File: config.mk
export PLATFORM = sky130hd
export DESIGN_NAME = uart_rx_cfg
export DESIGN_NICKNAME = d
export VERILOG_FILES = /design/src/rtl/uart_cfg_pkg.sv /design/src/rtl/uart_rx_cfg_fifo.sv /design/src/rtl/uart_rx_cfg.sv
export SDC_FILE = /design/constraint.sdc
export NUM_CORES = 1
export LEC_CHECK = 0
export BUFFER_PORTS_ARGS = -buffer_cell sky130_fd_sc_hd__buf_4
export CORE_ASPECT_RATIO = 0.7
export CORE_UTILIZATION = 60
export CTS_CLUSTER_SIZE = 14
export DETAILED_ROUTE_END_ITERATION = 10
export PLACE_DENSITY = 0.88
export SLEW_MARGIN = 10
export SYNTH_ARGS = -nofsm -noshare
export SYNTH_HDL_FRONTEND = slang
export SYNTH_SLANG_ARGS = --single-unit
File: constraint.sdc
create_clock -name clk -period 5 [get_ports clk]
set_clock_uncertainty 0.05 [all_clocks]
set_input_delay 0.5 -clock clk [delete_from_list [all_inputs] [get_ports clk]]
set_output_delay 0.5 -clock clk [all_outputs]
set_load 0.05 [all_outputs]
File: src/rtl/uart_cfg_pkg.sv
// Shared types and constants for the configurable UART receive path.
// Frame state, per-word status bundle and oversampling sample points.
package uart_cfg_pkg;

  typedef enum logic [1:0] {
    NONE = 2'd0,
    EVEN = 2'd1,
    ODD  = 2'd2
  } parity_e;

  typedef enum logic [2:0] {
    IDLE,
    START,
    DATA,
    PARITY,
    STOP,
    STOP2,
    LINE_WAIT
  } rx_state_e;

  typedef struct packed {
    logic brk;
    logic frame_err;
    logic parity_err;
  } rx_user_t;

  localparam int         OVERSAMPLE = 16;
  localparam logic [3:0] SAMPLE_LO  = 4'd7;
  localparam logic [3:0] SAMPLE_HI  = 4'd9;

  function automatic logic maj3(
    input logic a,
    input logic b,
    input logic c
  );
    return (a & b) | (a & c) | (b & c);
  endfunction

endpackage

File: src/rtl/uart_rx_cfg_fifo.sv
// sync_fifo: first-word fall-through FIFO with occupancy count.
// Ports: wr_i/din_i push, rd_i pop, dout_o head (0 when empty), valid_o, full_o, count_o.
module sync_fifo #(
  parameter int WIDTH = 8,
  parameter int DEPTH = 16
) (
  input  logic                     clk,
  input  logic                     rst_n,
  input  logic                     wr_i,
  input  logic [WIDTH-1:0]         din_i,
  input  logic                     rd_i,
  output logic [WIDTH-1:0]         dout_o,
  output logic                     valid_o,
  output logic                     full_o,
  output logic [$clog2(DEPTH):0]   count_o
);

  localparam int AW = $clog2(DEPTH);
  localparam logic [AW-1:0] PONE = 1;
  localparam logic [AW:0]   CONE = 1;
  localparam logic [AW:0]   CMAX = (AW+1)'(DEPTH);

  logic [WIDTH-1:0] mem_q [DEPTH];
  logic [AW-1:0]    wp_q, rp_q;
  logic [AW:0]      cnt_q;
  logic             empty, pop, push;

  assign empty = (cnt_q == '0);
  assign full_o = (cnt_q == CMAX);
  assign pop = rd_i & ~empty;
  // a pop frees the slot, so a push into a full FIFO is legal then
  assign push = wr_i & (~full_o | pop);

  always_ff @(posedge clk) begin
    if (!rst_n) begin
      wp_q  <= '0;
      rp_q  <= '0;
      cnt_q <= '0;
    end else begin
      if (push) wp_q <= wp_q + PONE;
      if (pop) rp_q <= rp_q + PONE;
      if (push && !pop) cnt_q <= cnt_q + CONE;
      else if (pop && !push) cnt_q <= cnt_q - CONE;
    end
  end

  always_ff @(posedge clk) begin
    if (push) mem_q[wp_q] <= din_i;
  end

  assign dout_o  = empty ? '0 : mem_q[rp_q];
  assign valid_o = ~empty;
  assign count_o = cnt_q;

endmodule

File: src/rtl/uart_rx_cfg.sv
// uart_rx_cfg: runtime-configurable 16x-oversampled UART receiver with FIFO.
// Ports: rxd/baud_div/cfg_* in, m_t* stream out, rts/overflow flow status.
module uart_rx_cfg
  import uart_cfg_pkg::*;
#(
  parameter int SYNC_STAGES = 3,
  parameter int FIFO_DEPTH  = 16,
  parameter int RTS_MARGIN  = 4,
  parameter int DIV_W       = 16
) (
  input  logic             clk,
  input  logic             rst_n,
  input  logic             rxd,
  input  logic [DIV_W-1:0] baud_div,
  input  logic [1:0]       cfg_data_bits,
  input  logic [1:0]       cfg_parity,
  input  logic             cfg_stop2,
  output logic [7:0]       m_tdata,
  output logic [2:0]       m_tuser,
  output logic             m_tvalid,
  input  logic             m_tready,
  output logic             rts,
  output logic             overflow,
  input  logic             clr_overflow
);

  localparam int CW = $clog2(FIFO_DEPTH) + 1;
  localparam logic [CW-1:0] RTS_LVL =
    CW'(FIFO_DEPTH - RTS_MARGIN);
  localparam logic [3:0] LAST_TICK = 4'(OVERSAMPLE - 1);
  localparam logic [DIV_W-1:0] DONE = 1;

  logic [SYNC_STAGES-1:0] sync_q;
  logic                   rxd_s, rxd_prev_q;
  rx_state_e              state_q;
  logic [DIV_W-1:0]       cnt_q;
  logic [3:0]             tidx_q;
  logic                   s7_q, s8_q;
  logic [2:0]             bidx_q, last_idx;
  logic [1:0]             dbits_q;
  parity_e                par_q;
  logic                   stop2_q, par_en, par_exp;
  logic [7:0]             data_q, wdata_q;
  logic                   perr_q, ferr_q, brk_q;
  logic                   wr_q, ovf_q, rts_q;
  rx_user_t               wuser_q;
  logic                   tick, decide, bit_v;
  logic                   full, drop;
  logic [10:0]            fifo_dout;
  logic [CW-1:0]          fifo_cnt;

  assign rxd_s    = sync_q[SYNC_STAGES-1];
  assign tick     = (state_q != IDLE) && (cnt_q == '0);
  assign decide   = tick && (tidx_q == SAMPLE_HI);
  assign bit_v    = maj3(s7_q, s8_q, rxd_s);
  assign last_idx = {1'b0, dbits_q} + 3'd4;
  assign par_en   = (par_q == EVEN) || (par_q == ODD);
  assign par_exp  = (^data_q) ^ (par_q == ODD);

  always_ff @(posedge clk) begin
    if (!rst_n) begin
      sync_q     <= '1;
      rxd_prev_q <= 1'b1;
      state_q    <= IDLE;
      cnt_q      <= '0;
      tidx_q     <= '0;
      s7_q       <= 1'b1;
      s8_q       <= 1'b1;
      bidx_q     <= '0;
      dbits_q    <= '0;
      par_q      <= NONE;
      stop2_q    <= 1'b0;
      data_q     <= '0;
      perr_q     <= 1'b0;
      ferr_q     <= 1'b0;
      brk_q      <= 1'b0;
      wr_q       <= 1'b0;
      wdata_q    <= '0;
      wuser_q    <= '0;
    end else begin
      sync_q     <= {sync_q[SYNC_STAGES-2:0], rxd};
      rxd_prev_q <= rxd_s;
      wr_q       <= 1'b0;
      // divider held reloaded while idle so ticks align to the start edge
      if (state_q == IDLE) begin
        cnt_q  <= baud_div;
        tidx_q <= '0;
      end else begin
        cnt_q <= tick ? baud_div : cnt_q - DONE;
        if (tick) begin
          tidx_q <= (tidx_q == LAST_TICK) ? '0 : tidx_q + 4'd1;
          if (tidx_q == SAMPLE_LO) s7_q <= rxd_s;
          if (tidx_q == SAMPLE_LO + 4'd1) s8_q <= rxd_s;
        end
      end
      unique case (state_q)
        IDLE: begin
          if (rxd_prev_q && !rxd_s) begin
            state_q <= START;
            dbits_q <= cfg_data_bits;
            par_q   <= (cfg_parity == 2'd1) ? EVEN :
                       (cfg_parity == 2'd2) ? ODD : NONE;
            stop2_q <= cfg_stop2;
            data_q  <= '0;
            bidx_q  <= '0;
            perr_q  <= 1'b0;
            ferr_q  <= 1'b0;
            brk_q   <= 1'b1;
          end
        end
        START: begin
          if (decide) state_q <= bit_v ? IDLE : DATA;
        end
        DATA: begin
          if (decide) begin
            data_q[bidx_q] <= bit_v;
            brk_q <= brk_q & ~bit_v;
            if (bidx_q == last_idx)
              state_q <= par_en ? PARITY : STOP;
            else
              bidx_q <= bidx_q + 3'd1;
          end
        end
        PARITY: begin
          if (decide) begin
            perr_q  <= bit_v ^ par_exp;
            brk_q   <= brk_q & ~bit_v;
            state_q <= STOP;
          end
        end
        STOP: begin
          if (decide) begin
            if (stop2_q) begin
              ferr_q  <= ~bit_v;
              brk_q   <= brk_q & ~bit_v;
              state_q <= STOP2;
            end else begin
              wr_q    <= 1'b1;
              wdata_q <= data_q;
              wuser_q <= '{brk: brk_q & ~bit_v,
                           frame_err: ~bit_v,
                           parity_err: perr_q};
              state_q <= bit_v ? IDLE : LINE_WAIT;
            end
          end
        end
        STOP2: begin
          if (decide) begin
            wr_q    <= 1'b1;
            wdata_q <= data_q;
            wuser_q <= '{brk: brk_q,
                         frame_err: ferr_q | ~bit_v,
                         parity_err: perr_q};
            state_q <= bit_v ? IDLE : LINE_WAIT;
          end
        end
        LINE_WAIT: begin
          if (rxd_s) state_q <= IDLE;
        end
        default: state_q <= IDLE;
      endcase
    end
  end

  sync_fifo #(
    .WIDTH(11),
    .DEPTH(FIFO_DEPTH)
  ) u_fifo (
    .clk    (clk),
    .rst_n  (rst_n),
    .wr_i   (wr_q),
    .din_i  ({wuser_q, wdata_q}),
    .rd_i   (m_tready),
    .dout_o (fifo_dout),
    .valid_o(m_tvalid),
    .full_o (full),
    .count_o(fifo_cnt)
  );

  assign drop = wr_q & full & ~m_tready;

  always_ff @(posedge clk) begin
    if (!rst_n) begin
      ovf_q <= 1'b0;
      rts_q <= 1'b0;
    end else begin
      if (drop) ovf_q <= 1'b1;
      else if (clr_overflow) ovf_q <= 1'b0;
      rts_q <= (fifo_cnt >= RTS_LVL);
    end
  end

  assign m_tdata  = fifo_dout[7:0];
  assign m_tuser  = fifo_dout[10:8];
  assign rts      = rts_q;
  assign overflow = ovf_q;

endmodule

==> flow_summary.json <==
{
  "min_to": "sync_q[0]",
  "final_cell_mix": "edfxtp_1, dfxtp_1, mux4_2, nor2_1, buf_4",
  "synth_top_area_cell": "edfxtp_1",
  "grt_start_max_net_pins": 55,
  "avgViaCountPerCell": 6.43,
  "ys_warn_count": 0,
  "pwr-share-seq_pct": 45.4,
  "tightest_slew_ns": 1.29,
  "drcViolationCount": 0,
  "fin_crit_ns": 4.07,
  "min-delay-start": "rxd",
  "arrival_ns": 4.46,
  "pwr-share-comb_pct": 23.9,
  "core_area_um2": 17100,
  "drt-pass1-iter-count": 5,
  "rows": 40,
  "r2r_cells": 11,
  "critical_path.max_fanout": 14,
  "drv_slew": 0,
  "regArea_um2": 6870,
  "drtIter0Drc": 675,
  "cts_tree": "yes",
  "cts.sinks": 255,
  "min_period_over_period_pct": 81.5,
  "drv_cap": 0,
  "grt-ovfl-total": 0,
  "die_w_um": 160,
  "max_freq_mhz": 245,
  "globalplace.congestion": 0.843,
  "port_buffers": 39,
  "synthTopCellsByArea": "edfxtp_1, dfxtp_1, mux4_2",
  "path_class": "reg -> reg",
  "synth-edff-count": 176,
  "cts-resized-gates": 0,
  "dieHeight_um": 113,
  "cp-end-kind": "flip-flop",
  "final_common_cell": "edfxtp_1",
  "timing.rr.start": "u_fifo.count_o[0]",
  "hp-class": "in -> reg",
  "synth-seq-cells": 255,
  "htree_levels": 1,
  "wl_mm": 23.8,
  "path_clk_slew_ns": 0.07,
  "vias": 6454,
  "final_hold_viol_count": 0,
  "initial_core_util_pct": 61.3,
  "numCtsBuffers": 23,
  "synth_area_per_cell_um2": 14.8,
  "regToRegSetupSlack_ns": 0.93,
  "startpoint_type": "flip-flop",
  "p_int_w": 0.00385,
  "area_growth_pct": 12.2,
  "sw_frac_of_total_pct": 30.6,
  "cts_max_path_buffers": 3,
  "grt_pass1_vias": 6518,
  "cts_root_buf": "clkbuf_16",
  "fillers": 1097,
  "final_cells": 1003,
  "setup_tns_ns": 0,
  "hold_buffers": 0,
  "num_io_pins": 40,
  "setup_viol_count_final": 0,
  "antenna_found_initial": 0,
  "clkPwrFrac_pct": 30.8,
  "clk_latency_ns": 0.52,
  "final_layout_size_suffix_gt1_share_pct": 19.4,
  "yosysTopAreaCellShare_pct": 50.3,
  "grt_setup_unrepaired": "false",
  "dp.cells": 961,
  "avgRoutedWirePerCell_um": 23.7,
  "syn_nets": 753,
  "die_area_um2": 18000,
  "ant_nets": 0,
  "synthArstFlopShare_pct": 0,
  "postCtsSetupBuffers": 0,
  "ys_types": 56,
  "ys.flop_type": "edfxtp_1",
  "netSwitchingPower_w": 0.00170,
  "grt_usage_pct": 27.1,
  "power_density_nw_per_um2": 471,
  "ir_drop_mv": 0.261,
  "nets": 797,
  "leakage_nw": 3.91,
  "synth_area_um2": 10500,
  "dp_hpwl_mm": 15.0,
  "hold_depth": 2,
  "diodes": 0,
  "r2r_end": "u_fifo.count_o[4]",
  "outcome": "complete, no violations",
  "maxSlewHeadroom_pct": 13.7,
  "postSynthCellCount": 711,
  "multi_input_area_um2": 3440,
  "seq_area_frac_synth_pct": 65.4,
  "grt_first_pass_wirelength_mm": 36.8,
  "worstPathRequired_ns": 5.39
}
routing by layer:
metal | track usage (%) | share of wire (%) | up-vias
li1 | - | - | 2801
met1 | 35.4 | 39 | 3236
met2 | 46.5 | 52 | 364
met3 | 4.55 | 6.9 | 53
met4 | 9.59 | 2.7 | 0
met5 | 0 | 0 | -
sequential cells by signal, summed over array words and instances (netlist names), 3 cells and up, named ones only:
| name | flops |
|---|---|
| bidx_q | 3 |
| cnt_q | 16 |
| data_q | 8 |
| state_q | 3 |
| sync_q | 3 |
| tidx_q | 4 |
| u_fifo.count_o | 5 |
| u_fifo.mem_q | 176 |
| u_fifo.rp_q | 4 |
| u_fifo.wp_q | 4 |
| wdata_q | 8 |
| wuser_q | 3 |
area by class of cell:
class	count	area share [%]
sequential	255	58.3
multi-input combinational	406	29.2
clock buffer	38	5.70
timing repair buffer	53	3.38
tap	231	2.45
inverter	16	0.510
clock inverter	4	0.404
worst max path at each step:
stage	start	endpoint	slack [ns]	cells after the start
3_5_place_dp	u_fifo.count_o[0]	u_fifo.count_o[4]	1.09	11
6_report	u_fifo.count_o[0]	u_fifo.count_o[4]	0.93	11
2_1_floorplan	flip-flop	m_tdata[0]	2.20	5
3_3_place_gp	u_fifo.count_o[0]	u_fifo.count_o[4]	1.68	11
5_1_grt	u_fifo.count_o[0]	u_fifo.count_o[4]	0.66	11
4_1_cts	u_fifo.count_o[0]	u_fifo.count_o[4]	0.99	11
synth_stat cells, types with 7 or more instances:
| master | number |
|---|---|
| clkbuf_1 | 24 |
| a21oi_1 | 39 |
| ha_1 | 15 |
| and2_1 | 14 |
| o211ai_1 | 8 |
| nand3_1 | 14 |
| xnor2_1 | 17 |
| nor3b_1 | 7 |
| nand2_1 | 52 |
| mux4_2 | 55 |
| o31ai_1 | 8 |
| mux2i_1 | 7 |
| edfxtp_1 | 176 |
| nor2_1 | 55 |
| nand4_1 | 7 |
| dfxtp_1 | 79 |
| a211oi_1 | 10 |
| nand2b_1 | 11 |
| nor3_1 | 8 |
| xor2_1 | 14 |
| o21ai_0 | 15 |
| inv_1 | 15 |
power groups by stage:
stage          Sequential, W  Clock, W  Combinational, W
2_1_floorplan        0.00244         0           0.00107
3_3_place_gp         0.00254         0           0.00121
3_5_place_dp         0.00256         0           0.00130
4_1_cts              0.00252   0.00172           0.00131
5_1_grt              0.00254   0.00180           0.00141
6_report             0.00252   0.00171           0.00133
per-stage QoR:
stage               instance area (um^2)  hold slack (ns)  setup slack [ns]  util, %  power (W)
floorplan                          10500            0.336              2.20        -    0.00351
global placement                   11100            0.345              1.68     64.6    0.00375
detailed placement                 11100            0.354              1.09     64.6    0.00385
CTS                                11800            0.137             0.988     68.8    0.00555
global route                       11800            0.157             0.659     68.8    0.00574
finish                             11800            0.144             0.925     68.8    0.00555
cell families (layout without fill, tap and decap cells):
logic type,Yosys count,in the layout,synth area share (%)
mux,63,63,12.6
compound gates,97,97,5.76
fa+ha+maj,17,17,2.07
xor+xnor,32,32,2.80
buf+inv,50,111,1.93
simple gates,197,197,9.47
flops,255,255,65.4
worst max-delay path, cell delays in order, from the launching register on:
cell and delay, ns:
dfxtp_1 0.36, nor4_1 0.64, nand2b_1 0.58, nand2_1 0.42, ha_1 0.29, inv_1 0.13, fa_1 0.42, a21o_1 0.20
a21oi_1 0.25, xnor2_1 0.13, or3_1 0.35, a21oi_1 0.17
Power figures use the tool's default switching activity.
